==> src/rtl/data_mem_arbiter.sv <==
// rtl/data_mem_arbiter.sv - round-robin data-memory arbiter with post-reset init sweep
module data_mem_arbiter #(
  parameter int unsigned           DataWidth = 8,
  parameter int unsigned           AddrWidth = 8,
  parameter int unsigned           DataLen   = 256,
  parameter logic [DataWidth-1:0]  InitValue = '0
) (
  input  logic                 clk_i,
  input  logic                 nReset_i,
  input  logic                 req0_i,
  input  logic                 req1_i,
  input  logic                 we0_i,
  input  logic                 we1_i,
  input  logic [AddrWidth-1:0] addr0_i,
  input  logic [AddrWidth-1:0] addr1_i,
  input  logic [DataWidth-1:0] wdata0_i,
  input  logic [DataWidth-1:0] wdata1_i,
  output logic                 gnt0_o,
  output logic                 gnt1_o,
  output logic                 rvalid0_o,
  output logic                 rvalid1_o,
  output logic [DataWidth-1:0] rdata_o,
  output logic                 busy_o,
  output logic                 mem_en_o,
  output logic                 mem_we_o,
  output logic [AddrWidth-1:0] mem_addr_o,
  output logic [DataWidth-1:0] mem_wdata_o,
  input  logic [DataWidth-1:0] mem_rdata_i
);

  typedef enum logic {StInit, StRun} state_e;

  localparam logic [AddrWidth-1:0] LastAddr = AddrWidth'(DataLen - 1);

  state_e               state_q, state_d;
  logic [AddrWidth-1:0] init_addr_q, init_addr_d;
  logic                 rr_ptr_q, rr_ptr_d;
  logic                 rvalid0_q, rvalid0_d;
  logic                 rvalid1_q, rvalid1_d;
  logic                 run;
  logic                 sweeping;

  // Reset is sampled synchronously but still gates everything combinationally,
  // so nothing reaches the memory while nReset is held low.
  assign run      = nReset_i && (state_q == StRun);
  assign sweeping = nReset_i && (state_q == StInit);

  always_comb begin
    gnt0_o = 1'b0;
    gnt1_o = 1'b0;
    if (run) begin
      if (req0_i && (!req1_i || !rr_ptr_q)) begin
        gnt0_o = 1'b1;
      end else if (req1_i) begin
        gnt1_o = 1'b1;
      end
    end
  end

  always_comb begin
    mem_en_o    = 1'b0;
    mem_we_o    = 1'b0;
    mem_addr_o  = '0;
    mem_wdata_o = '0;
    if (sweeping) begin
      mem_en_o    = 1'b1;
      mem_we_o    = 1'b1;
      mem_addr_o  = init_addr_q;
      mem_wdata_o = InitValue;
    end else if (gnt0_o) begin
      mem_en_o    = 1'b1;
      mem_we_o    = we0_i;
      mem_addr_o  = addr0_i;
      mem_wdata_o = wdata0_i;
    end else if (gnt1_o) begin
      mem_en_o    = 1'b1;
      mem_we_o    = we1_i;
      mem_addr_o  = addr1_i;
      mem_wdata_o = wdata1_i;
    end
  end

  always_comb begin
    state_d     = state_q;
    init_addr_d = init_addr_q;
    rr_ptr_d    = rr_ptr_q;
    rvalid0_d   = gnt0_o && !we0_i;
    rvalid1_d   = gnt1_o && !we1_i;
    case (state_q)
      StInit: begin
        init_addr_d = init_addr_q + AddrWidth'(1);
        if (init_addr_q == LastAddr) begin
          state_d = StRun;
        end
      end
      StRun: begin
        // The requester just served loses priority on the next contention.
        if (gnt0_o) begin
          rr_ptr_d = 1'b1;
        end else if (gnt1_o) begin
          rr_ptr_d = 1'b0;
        end
      end
    endcase
  end

  always_ff @(posedge clk_i) begin
    if (!nReset_i) begin
      state_q     <= StInit;
      init_addr_q <= '0;
      rr_ptr_q    <= 1'b0;
      rvalid0_q   <= 1'b0;
      rvalid1_q   <= 1'b0;
    end else begin
      state_q     <= state_d;
      init_addr_q <= init_addr_d;
      rr_ptr_q    <= rr_ptr_d;
      rvalid0_q   <= rvalid0_d;
      rvalid1_q   <= rvalid1_d;
    end
  end

  assign rvalid0_o = rvalid0_q;
  assign rvalid1_o = rvalid1_q;
  assign rdata_o   = mem_rdata_i;
  assign busy_o    = !nReset_i || (state_q == StInit);

endmodule

==> config.mk <==
export PLATFORM = sky130hd
export DESIGN_NAME = data_mem_arbiter
export DESIGN_NICKNAME = d
export VERILOG_FILES = /design/src/rtl/data_mem_arbiter.sv
export SDC_FILE = /design/constraint.sdc
export NUM_CORES = 1
export LEC_CHECK = 0
export BUFFER_PORTS_ARGS = -buffer_cell sky130_fd_sc_hd__buf_2
export CAP_MARGIN = 5
export CORE_MARGIN = 4
export CORE_UTILIZATION = 36
export DETAILED_ROUTE_END_ITERATION = 12
export PLACE_DENSITY = 0.83
export SETUP_SLACK_MARGIN = 0.15
export SYNTH_ARGS = -nofsm -noshare
export SYNTH_HDL_FRONTEND = slang
export SYNTH_SLANG_ARGS = --single-unit
==> constraint.sdc <==
create_clock -name clk_i -period 1.9 [get_ports clk_i]
set_input_delay 0.19 -clock clk_i [delete_from_list [all_inputs] [get_ports clk_i]]
set_output_delay 0.19 -clock clk_i [all_outputs]
set_load 0.03 [all_outputs]
Yosys cells after proc, flatten, opt, wreduce, memory -nomap -nowiden
Index checks and enable logic that the tools add are counted.
{"block": "totals", "regBits": 12, "output_inout_bits": 31, "inputBits": 46, "word_cells": 43}
{"block": "classes", "reduce_logical": 14, "n_mux": 21, "eq_ne": 1, "bitwise": 1, "addsub": 1}
{"op": "8-bit two-way mux", "count": 6}
{"op": "1-bit two-way mux", "count": 15}
{"op": "8-bit by 1-bit adder with 8-bit output, second input constant", "count": 1}
{"op": "8-bit equality test, second input constant", "count": 1}
{"op": "1-bit logical AND", "count": 5}
{"op": "1-bit zero test", "count": 5}
{"op": "1-bit logical OR", "count": 2}
{"op": "2-bit AND reduction", "count": 1}
{"op": "2-bit nonzero test", "count": 1}
{"op": "1-bit inverter", "count": 1}

Longest topological paths before layout
Gate-level depths: netlist of run 1.
{"block": "depth", "ltp_word": 8, "mapped_depth": 7, "depth_no_buf": 4}

Worst setup path before layout of run 1
Ideal clock, no wire load.
{"block": "synth_timing", "path_kind": "register to output", "startpoint": "reg state_q", "endpoint": "out mem_we_o", "stages_incl_launch_ff": 8, "n_path_buf": 3, "arrival_time_ns": 1.377, "setup_slack_ns": 0.333, "required_ns": 1.710, "path_cell_list": "dfxtp_1 > buf_6 > and2_4 > buf_6 > nand2_2 > inv_2 > buf_6 > a221o_1"}
{"block": "synth_between", "elab_cells_between_ends": 8, "cone_classes": "mux (5); bitwise (1); reduce/logical (2)"}
{"element": "start: declaration", "line": "35", "rtl": "state_e state_q, state_d;"}
{"element": "start signal: assignment", "line": "109", "rtl": "state_q <= StInit;"}
{"element": "start signal: assignment", "line": "115", "rtl": "state_q <= state_d;"}
{"element": "1-bit logical AND", "line": "45", "rtl": "assign run = nReset_i && (state_q == StRun);"}
{"element": "1-bit two-way mux", "line": "51", "rtl": "if (run) begin"}
{"element": "named net gnt0_o", "line": "18", "rtl": "output logic gnt0_o,"}
{"element": "1-bit two-way mux", "line": "70", "rtl": "end else if (gnt0_o) begin"}
{"element": "1-bit two-way mux", "line": "65", "rtl": "if (sweeping) begin"}
{"element": "end: declaration", "line": "25", "rtl": "output logic mem_we_o,"}
The timed path passes the listed nets, and every way through them passes these cells.

Worst setup path after layout of run 1
{"block": "layout_timing", "startpoint": "reg state_q", "endpoint": "out mem_addr_o[1]"}
{"block": "layout_between", "elab_chain_len": 5, "elab_cells_between_ends": 8, "cone_classes": "mux (5); bitwise (1); reduce/logical (2)"}
{"element": "1-bit logical AND", "line": "45"}
{"element": "1-bit two-way mux", "line": "51"}
{"element": "8-bit two-way mux", "line": "75", "rtl": "end else if (gnt1_o) begin"}
{"element": "8-bit two-way mux", "line": "70"}
{"element": "8-bit two-way mux (*)", "line": "65"}
{"element": "end: declaration", "line": "26", "rtl": "output logic [AddrWidth-1:0] mem_addr_o,"}
Mark *: on every way between the ends. The rest lies on a longest branch, timed or not.

==> results.sh, run 1 <==
export IMPL_h_tree_depth=1
export IMPL_globalRouteOverflowTotal=0
export IMPL_crit_path_max_fanout=15
export IMPL_crit_required_ns=1.71
export IMPL_synth_area_um2=838
export IMPL_synth_warning_count=0
export IMPL_cp_arrival_ns=1.63
export IMPL_synthFlopType="dfxtp_1"
export IMPL_clock_fmax_mhz=550
export IMPL_tritoncts="yes"
export IMPL_irDropWorstVdd_uv=235
export IMPL_tns_ns=0
export IMPL_path_class="reg -> out"
export IMPL_worst_slew_pin_slew_ns=0.263
export IMPL_drt_initial_drc_count=68
export IMPL_p_leak_uw=0.000676
export IMPL_start_util_pct=37.9
export IMPL_synth_cells=94
export IMPL_layout_nets=203
export IMPL_via_per_inst=5.67
export IMPL_finalMaxSlewViolations=0
export IMPL_r2r_start="init_addr_q[0]"
export IMPL_clkSinkCount=12
export IMPL_grt_max_degree=16
export IMPL_port_buffers=60
export IMPL_yosysUniqueCellTypes=33
export IMPL_die_area_um2=3160
export IMPL_grt_usage_pct=17.2
export IMPL_final_area_um2=1250
export IMPL_min_path_type="in -> reg"
export IMPL_clk_path_buf_depth=2
export IMPL_worst_clock_skew_ns=0.00421
export IMPL_hold_start="we1_i"
export IMPL_grt_pass1_vias=962
export IMPL_cp_start_kind="flip-flop"
export IMPL_dpl_hpwl_um=2210
export IMPL_drive_gt1_share_pct=53.9
export IMPL_syn_area_per_cell_um2=8.92
export IMPL_drt_total_wl_um=3160
export IMPL_dieWidth_um=56.3
export IMPL_diodes=0
export IMPL_antenna_found_initial=0
export IMPL_drc=0
export IMPL_wl_per_cell_um=17.4
export IMPL_period_share_pct=95.7
export IMPL_dpl_cell_area_um2=1100
export IMPL_dr_total_vias=1032
export IMPL_synth_seq_cells=12
export IMPL_rsz0062_at_grt="yes"
export IMPL_clockRootBuffer="clkbuf_4"
export IMPL_p_total_uw=541
export IMPL_grt_pass1_wl_um=4400
export IMPL_maxCapViolations=0
export IMPL_setup_viol=0
export IMPL_synth_nets=141
export IMPL_core_um2=2210
export IMPL_synth_edff_count=0
export IMPL_gp_congestion=0.909
export IMPL_drt_pass1_iter_count=4
export IMPL_ant_nets=0
export IMPL_slew_headroom_pct=82.4
export IMPL_ys_seq_area_share_pct=28.7
export IMPL_end_kind="output port"
export IMPL_powerDensity_nw_per_um2=431
export IMPL_hold_viol=0
export IMPL_path_clk_slew_ns=0.08
export IMPL_synthArstFlopShare_pct=0
export IMPL_hold_worst_slack_ns=0.0785
export IMPL_cts_made_buffers=3
export IMPL_ios=77
export IMPL_rows=17
export IMPL_area_growth_pct=49.6
export IMPL_dieHeight_um=56.3
export IMPL_startpoint="state_q"
export IMPL_status="finished clean"
export IMPL_insertion_delay_ns=0.28
export IMPL_period_needed_ns=1.82
cells by family after synthesis:
| logic type | count (synthesis) | synth area share, % |
|---|---|---|
| DFF | 12 | 28.7 |
| adders and majority gates | 1 | 1.49 |
| buffers and inverters | 16 | 13.7 |
| AOI/OAI and AO/OA | 26 | 25.4 |
| muxes | 1 | 1.19 |
| xor gates and xnor gates | 4 | 4.18 |
| and+or+nand+nor | 34 | 25.4 |
placed cells by master (no fill, tap or decap), types with 3 or more instances in the layout:
| cell type | count |
|---|---|
| and3_1 | 8 |
| nor2_1 | 7 |
| buf_2 | 48 |
| nand2_1 | 3 |
| a21oi_1 | 3 |
| xor2_1 | 3 |
| buf_6 | 7 |
| or3_1 | 3 |
| a221o_1 | 9 |
| o21ai_0 | 3 |
| clkbuf_4 | 5 |
| dfxtp_1 | 11 |
| a22o_1 | 8 |
| buf_4 | 13 |
registers in the layout, summed over array words and instances, names as in the netlist:
name         count
rvalid0_o        1
rr_ptr_q         1
init_addr_q      8
rvalid1_o        1
state_q          1
metal layers:
layer  GRT usage [%]  part of all wire, %  vias to the layer above
met4            10.2                  2.1                        0
met3            4.14                   10                        9
met1            19.6                   35                      487
met5               0                    0                        -
li1                -                    -                      464
met2            28.9                   53                       72
worst paths after layout:
check | cells past startpoint | to | slack [ns]
worst min register to register | 2 | rr_ptr_q | 0.50
worst max-delay path | 5 | mem_addr_o[1] | 0.08
worst min-delay path | 2 | rvalid1_o | 0.08
worst max register to register | 4 | init_addr_q[6] | 0.50
cell usage after synthesis, drive strengths merged, types with 2 or more instances:
cell	number	share of area [%]
nand2	4	2.1
nand2b	2	1.5
buf	13	12
and3	9	6.7
o21ai	3	1.8
inv	2	0.89
dfxtp	12	29
a22o	8	8.4
xor2	3	3.1
or3	3	2.2
nand4b	2	3.9
nor2	8	3.9
a21oi	3	1.8
a221o	9	11
critical path, cell delays in order (launching register included):
cell and delay [ns]:
dfxtp_1 0.33, and2_4 0.16, and3_4 0.18, buf_6 0.15, a221o_1 0.35, buf_6 0.16
layout make-up:
cell class	count	area, µm²
sequential	12	241
clock buffer	3	22.5
fill	180	958
multi-input combinational	66	512
tap	28	35.0
inverter	3	11.3
timing repair buffer	70	432
metrics by stage:
stage	std cells	setup WS [ns]	utilization [%]
after floorplan	94	0.333	-
after global placement	173	0.383	49.7
after detailed placement	173	0.252	49.7
after CTS	176	0.151	52.5
after global routing	182	0.0852	56.7
final	182	0.0815	56.7
power by group:
group / internal, µW / switching (µW)
Clock: 73.7 / 91.5
Combinational: 57.7 / 51.7
Sequential: 257 / 9.51
Total: 388 / 153
timing repair:
item / in CTS / in global routing
resized for setup: 11 / 20
setup buffers: 0 / 6
hold buffers: 0 / 0
pin swaps: 0 / 2
setup endpoints to repair: 19 / 18
Note: power is estimated with default switching activity, not from simulation.
==> run 2, diff against run 1 <==
Settings changed: CELL_PAD_IN_SITES_DETAIL_PLACEMENT set to 0, CELL_PAD_IN_SITES_GLOBAL_PLACEMENT set to 1, CORE_UTILIZATION 36 to 24, GPL_TIMING_DRIVEN set to 0, PLACE_DENSITY 0.83 to 0.84.
==> run 2 against run 1 <==
  * Cell area grew 18%
  * Clock power grew 22%
  * Clock-buffer cell count grew 1
  * Clock skew shrank 0.0030 ns
  * Combinational power grew 23%
  * Die area grew 42%
  * Via count shrank 0.48%
  * Critical path depth grew 3
  * Largest cell class is now buffers
==> results.sh, run 2 (synthesis gave the netlist of run 1 again) <==
export IMPL_drt_total_wl_um=2910
export IMPL_end_kind="output port"
export IMPL_dr_total_vias=1027
export IMPL_insertion_delay_ns=0.27
export IMPL_clockRootBuffer="clkbuf_4"
export IMPL_via_per_inst=4.71
export IMPL_gp_congestion=0.759
export IMPL_port_buffers=68
export IMPL_rsz0062_at_grt="yes"
export IMPL_clkSinkCount=12
export IMPL_globalRouteOverflowTotal=0
export IMPL_maxCapViolations=0
export IMPL_place_inst=208
export IMPL_p_sw_share_pct=26.8
export IMPL_largest_reg_flops=8
export IMPL_grt_pass1_wl_um=4020
export IMPL_pwr_share_clk_pct=33.4
export IMPL_crit_path_max_fanout=5
export IMPL_hold_viol=0
export IMPL_min_path_type="in -> reg"
export IMPL_irDropWorstVdd_uv=308
export IMPL_period_share_pct=96.5
export IMPL_dieWidth_um=67.1
export IMPL_drt_initial_drc_count=52
export IMPL_period_needed_ns=1.83
export IMPL_core_um2=3360
export IMPL_setup_viol=0
export IMPL_start_util_pct=24.9
export IMPL_area_growth_pct=76.9
export IMPL_tns_ns=0
export IMPL_path_class="reg -> out"
export IMPL_finalMaxSlewViolations=0
export IMPL_slew_headroom_pct=80.5
export IMPL_h_tree_depth=1
export IMPL_p_leak_uw=0.000785
export IMPL_ios=77
export IMPL_worst_slew_pin_slew_ns=0.290
export IMPL_drive_gt1_share_pct=58.1
export IMPL_cp_arrival_ns=1.64
export IMPL_power_frac_seq_pct=44.3
export IMPL_p_total_uw=601
export IMPL_worst_clock_skew_ns=0.00116
export IMPL_clock_fmax_mhz=545
export IMPL_path_clk_slew_ns=0.07
export IMPL_ant_nets=0
export IMPL_die_area_um2=4500
export IMPL_power_frac_comb_pct=22.2
export IMPL_cts_made_buffers=3
export IMPL_cp_start_kind="flip-flop"
export IMPL_drt_pass1_iter_count=4
export IMPL_powerDensity_nw_per_um2=406
export IMPL_clk_path_buf_depth=2
export IMPL_rows=21
export IMPL_power_switching_uw=161
export IMPL_drc=0
export IMPL_antenna_found_initial=0
export IMPL_nFillCells=350
export IMPL_status="finished clean"
export IMPL_layout_nets=220
export IMPL_p_int_uw=440
export IMPL_crit_required_ns=1.71
export IMPL_grt_pass1_vias=920
export IMPL_dieHeight_um=67.1
export IMPL_layout_cells_non_filler=218
export IMPL_tritoncts="yes"
export IMPL_diodes=0
export IMPL_layout_commonest_cell="buf_2"
export IMPL_mostFrequentLayoutCells="buf_2 (53), buf_6 (21), buf_4 (11), dfxtp_1 (11), a221o_1 (9)"
export IMPL_largest_register="init_addr_q"
export IMPL_grt_usage_pct=11.5
export IMPL_dpl_hpwl_um=2120
export IMPL_wl_per_cell_um=13.3
export IMPL_grt_max_degree=11
[run 2: changes by cell type in the layout (fill, tap and decap cells not counted), sizes merged]
cell | before | now
buf | 68 | 86
[run 2: repair_timing]
item	CTS	global route
pin swaps	3	6
setup buffers	2	1
hold buffers	0	0
gates resized for setup	30	20
cloned	2	1
setup endpoints to repair	19	19
[run 2: worst max-delay path, stage by stage, from the launching register on]
cell and delay, ns:
dfxtp_2 0.32, buf_6 0.10, and2_4 0.14, buf_6 0.13, nand2_4 0.06, inv_4 0.04
buf_6 0.11, a221o_1 0.32, buf_6 0.14
[run 2: worst paths after layout]
path                  from              to  slack [ns]  cells past startpoint
setup reg to reg   state_q  init_addr_q[7]        0.30                      6
setup / recovery   state_q        mem_we_o        0.07                      8
hold reg to reg   rr_ptr_q        rr_ptr_q        0.51                      2
hold / removal       we0_i       rvalid0_o        0.09                      2
[run 2: power by group through the flow]
stage,sequential [µW],combinational [µW],clock [µW]
after floorplan,270,67.1,0
after global placement,272,121,0
after detailed placement,273,122,0
after CTS,267,131,214
after global routing,268,146,225
final,267,134,201
[run 2: final cells by class]
| cell class | count | area (µm²) | share of cell area, % |
|---|---|---|---|
| multi-input cells | 66 | 509 | 34.3 |
| repair buffers | 74 | 504 | 34.0 |
| flip-flops and latches | 12 | 241 | 16.3 |
| plain buffers | 13 | 120 | 8.10 |
| well taps | 46 | 57.6 | 3.88 |
| clock buffers | 4 | 36.3 | 2.45 |
| inverters | 3 | 13.8 | 0.928 |
[run 2: metal layers]
layer / track usage, % / share of wire, % / vias up
met1: 12.6 / 37 / 473
li1: - / - / 506
met4: 2.53 / 0.69 / 0
met5: 0 / 0 / -
met3: 4.55 / 9.5 / 4
met2: 20.9 / 53 / 44
[run 2: metrics by stage]
step | instance area [µm²] | hold slack [ns] | setup slack (ns) | utilization [%]
after global routing | 1480 | 0.0738 | -0.00304 | 44.1
after global placement | 1240 | 0.365 | 0.193 | 36.8
final | 1480 | 0.0880 | 0.0662 | 44.1
after CTS | 1390 | 0.0710 | 0.0600 | 41.4
after floorplan | 838 | 0.262 | 0.333 | -
after detailed placement | 1240 | 0.367 | 0.227 | 36.8
==> run 3, diff against run 2 <==
Settings changed: REMOVE_ABC_BUFFERS set to 1, SLEW_MARGIN set to 20.
==> run 3 against run 2 <==
  * Utilization decreased by 6.6 points
  * Routed wire length up 6.5%
  * Non-clock buffer count shrank 22
  * Combinational power fell by 25%
  * Die area unchanged
  * Hold slack gained 0.0018 ns
  * Clock-buffer cell count stayed put
  * Clock power barely moved
  * Global-route usage increased by 1.5 points
  * Highest routed layer unchanged
==> results.sh, run 3 (synthesis gave the netlist of run 1 again) <==
export IMPL_clk_path_buf_depth=2
export IMPL_tns_ns=0
export IMPL_grt_pass1_wl_um=4400
export IMPL_diodes=0
export IMPL_crit_chain="and2_4 > and3_4 > a221o_1 > buf_6"
export IMPL_core_um2=3360
export IMPL_seqCellArea_um2=245
export IMPL_p_leak_uw=0.000677
export IMPL_tritoncts="yes"
export IMPL_ant_nets=0
export IMPL_dr_total_vias=1012
export IMPL_path_buf_inv=1
export IMPL_gp_congestion=0.769
export IMPL_dieWidth_um=67.1
export IMPL_via_per_inst=5.09
export IMPL_ios=77
export IMPL_slew_headroom_pct=79.2
export IMPL_drt_initial_drc_count=45
export IMPL_dpl_cell_area_um2=1090
export IMPL_p_total_uw=565
export IMPL_grt_pass1_vias=955
export IMPL_period_needed_ns=1.71
export IMPL_start_util_pct=24.9
export IMPL_irDropWorstVdd_uv=317
export IMPL_maxCapViolations=0
export IMPL_port_buffers=60
export IMPL_dieHeight_um=67.1
export IMPL_fin_util_pct=37.5
export IMPL_layout_nets=201
export IMPL_largest_reg_flops=8
export IMPL_crit_path_max_fanout=7
export IMPL_insertion_delay_ns=0.27
export IMPL_path_class="reg -> out"
export IMPL_layout_commonest_cell="buf_2"
export IMPL_clockRootBuffer="clkbuf_4"
export IMPL_worst_slew_pin_slew_ns=0.310
export IMPL_clock_fmax_mhz=586
export IMPL_area_growth_pct=50.4
export IMPL_mostFrequentLayoutCells="buf_2 (55), dfxtp_1 (10), a221o_1 (9)"
export IMPL_min_path_type="in -> reg"
export IMPL_crit_required_ns=1.71
export IMPL_finalMaxSlewViolations=0
export IMPL_die_area_um2=4500
export IMPL_grt_usage_pct=13.1
export IMPL_hold_viol=0
export IMPL_cp_arrival_ns=1.52
export IMPL_cp_start_kind="flip-flop"
export IMPL_path_delay_family="simple AND/OR/NAND/NOR gates"
export IMPL_setup_viol=0
export IMPL_status="finished clean"
export IMPL_max_stage_delay_ns=0.36
export IMPL_multi_input_area_um2=547
export IMPL_post_place_ws_ns=-0.165
export IMPL_final_area_um2=1260
export IMPL_hold_buffers=0
export IMPL_end_kind="output port"
export IMPL_wl_per_cell_um=15.5
export IMPL_setup_slack_ns=0.192
export IMPL_period_share_pct=89.9
export IMPL_drt_pass1_iter_count=4
export IMPL_drc=0
export IMPL_critPathSlowestCell="dfxtp_4"
export IMPL_drive_gt1_share_pct=54.2
export IMPL_path_clk_slew_ns=0.08
export IMPL_h_tree_depth=1
export IMPL_worst_clock_skew_ns=0.00918
export IMPL_rsz0062_at_grt="yes"
export IMPL_clkSinkCount=12
export IMPL_antenna_found_initial=0
export IMPL_globalRouteOverflowTotal=0
export IMPL_powerDensity_nw_per_um2=448
export IMPL_largest_register="init_addr_q"
export IMPL_rows=21
export IMPL_grt_max_degree=12
export IMPL_nFillCells=376
export IMPL_cts_made_buffers=3
export IMPL_drt_total_wl_um=3090
-- run 3: final cells by class --
| type | instances | share of cell area [%] |
|---|---|---|
| flip-flops and latches | 12 | 19.4 |
| well taps | 46 | 4.56 |
| inverters | 3 | 1.09 |
| repair buffers | 65 | 28.7 |
| multi-input cells | 69 | 43.4 |
| clock buffers | 4 | 2.88 |
-- run 3: worst register-to-register path: cells and delay by family (launching register included) --
| kind | cells | cell delay (ns) |
|---|---|---|
| compound gates | 1 | 0.15 |
| buf+inv | 1 | 0.15 |
| flops | 1 | 0.36 |
| simple gates | 2 | 0.67 |
-- run 3: final timing paths --
kind / start / to / slack [ns] / cells after the start
hold / removal: we0_i / rvalid0_o / 0.09 / 2
setup reg to reg: state_q / init_addr_q[7] / 0.49 / 4
setup / recovery: state_q / mem_addr_o[4] / 0.19 / 4
hold reg to reg: rr_ptr_q / rr_ptr_q / 0.51 / 2
-- run 3: power breakdown --
group | internal (µW) | total [µW] | switching [µW]
registers | 255 | 264 | 9.10
logic | 50.1 | 101 | 50.5
clock network | 116 | 200 | 83.4
-- run 3: metal layers --
layer | global-route usage [%] | wire [µm] | up-vias
li1 | - | - | 471
met1 | 13.9 | 1130 | 459
met2 | 22.8 | 1440 | 79
met3 | 8.09 | 511 | 3
met4 | 1.01 | 14 | 0
met5 | 0 | 0 | -
-- run 3: stage by stage --
| step | hold WS [ns] | cells |
|---|---|---|
| after floorplan | 0.262 | 81 |
| after global placement | 0.370 | 187 |
| after detailed placement | 0.376 | 187 |
| after CTS | 0.0806 | 198 |
| after global routing | 0.0760 | 199 |
| final | 0.0898 | 199 |
-- run 3: timing repair --
item,CTS,global route
pin swaps,3,1
setup endpoints to repair,21,12
resized for setup,9,16
gates cloned,3,0
setup buffers,4,1
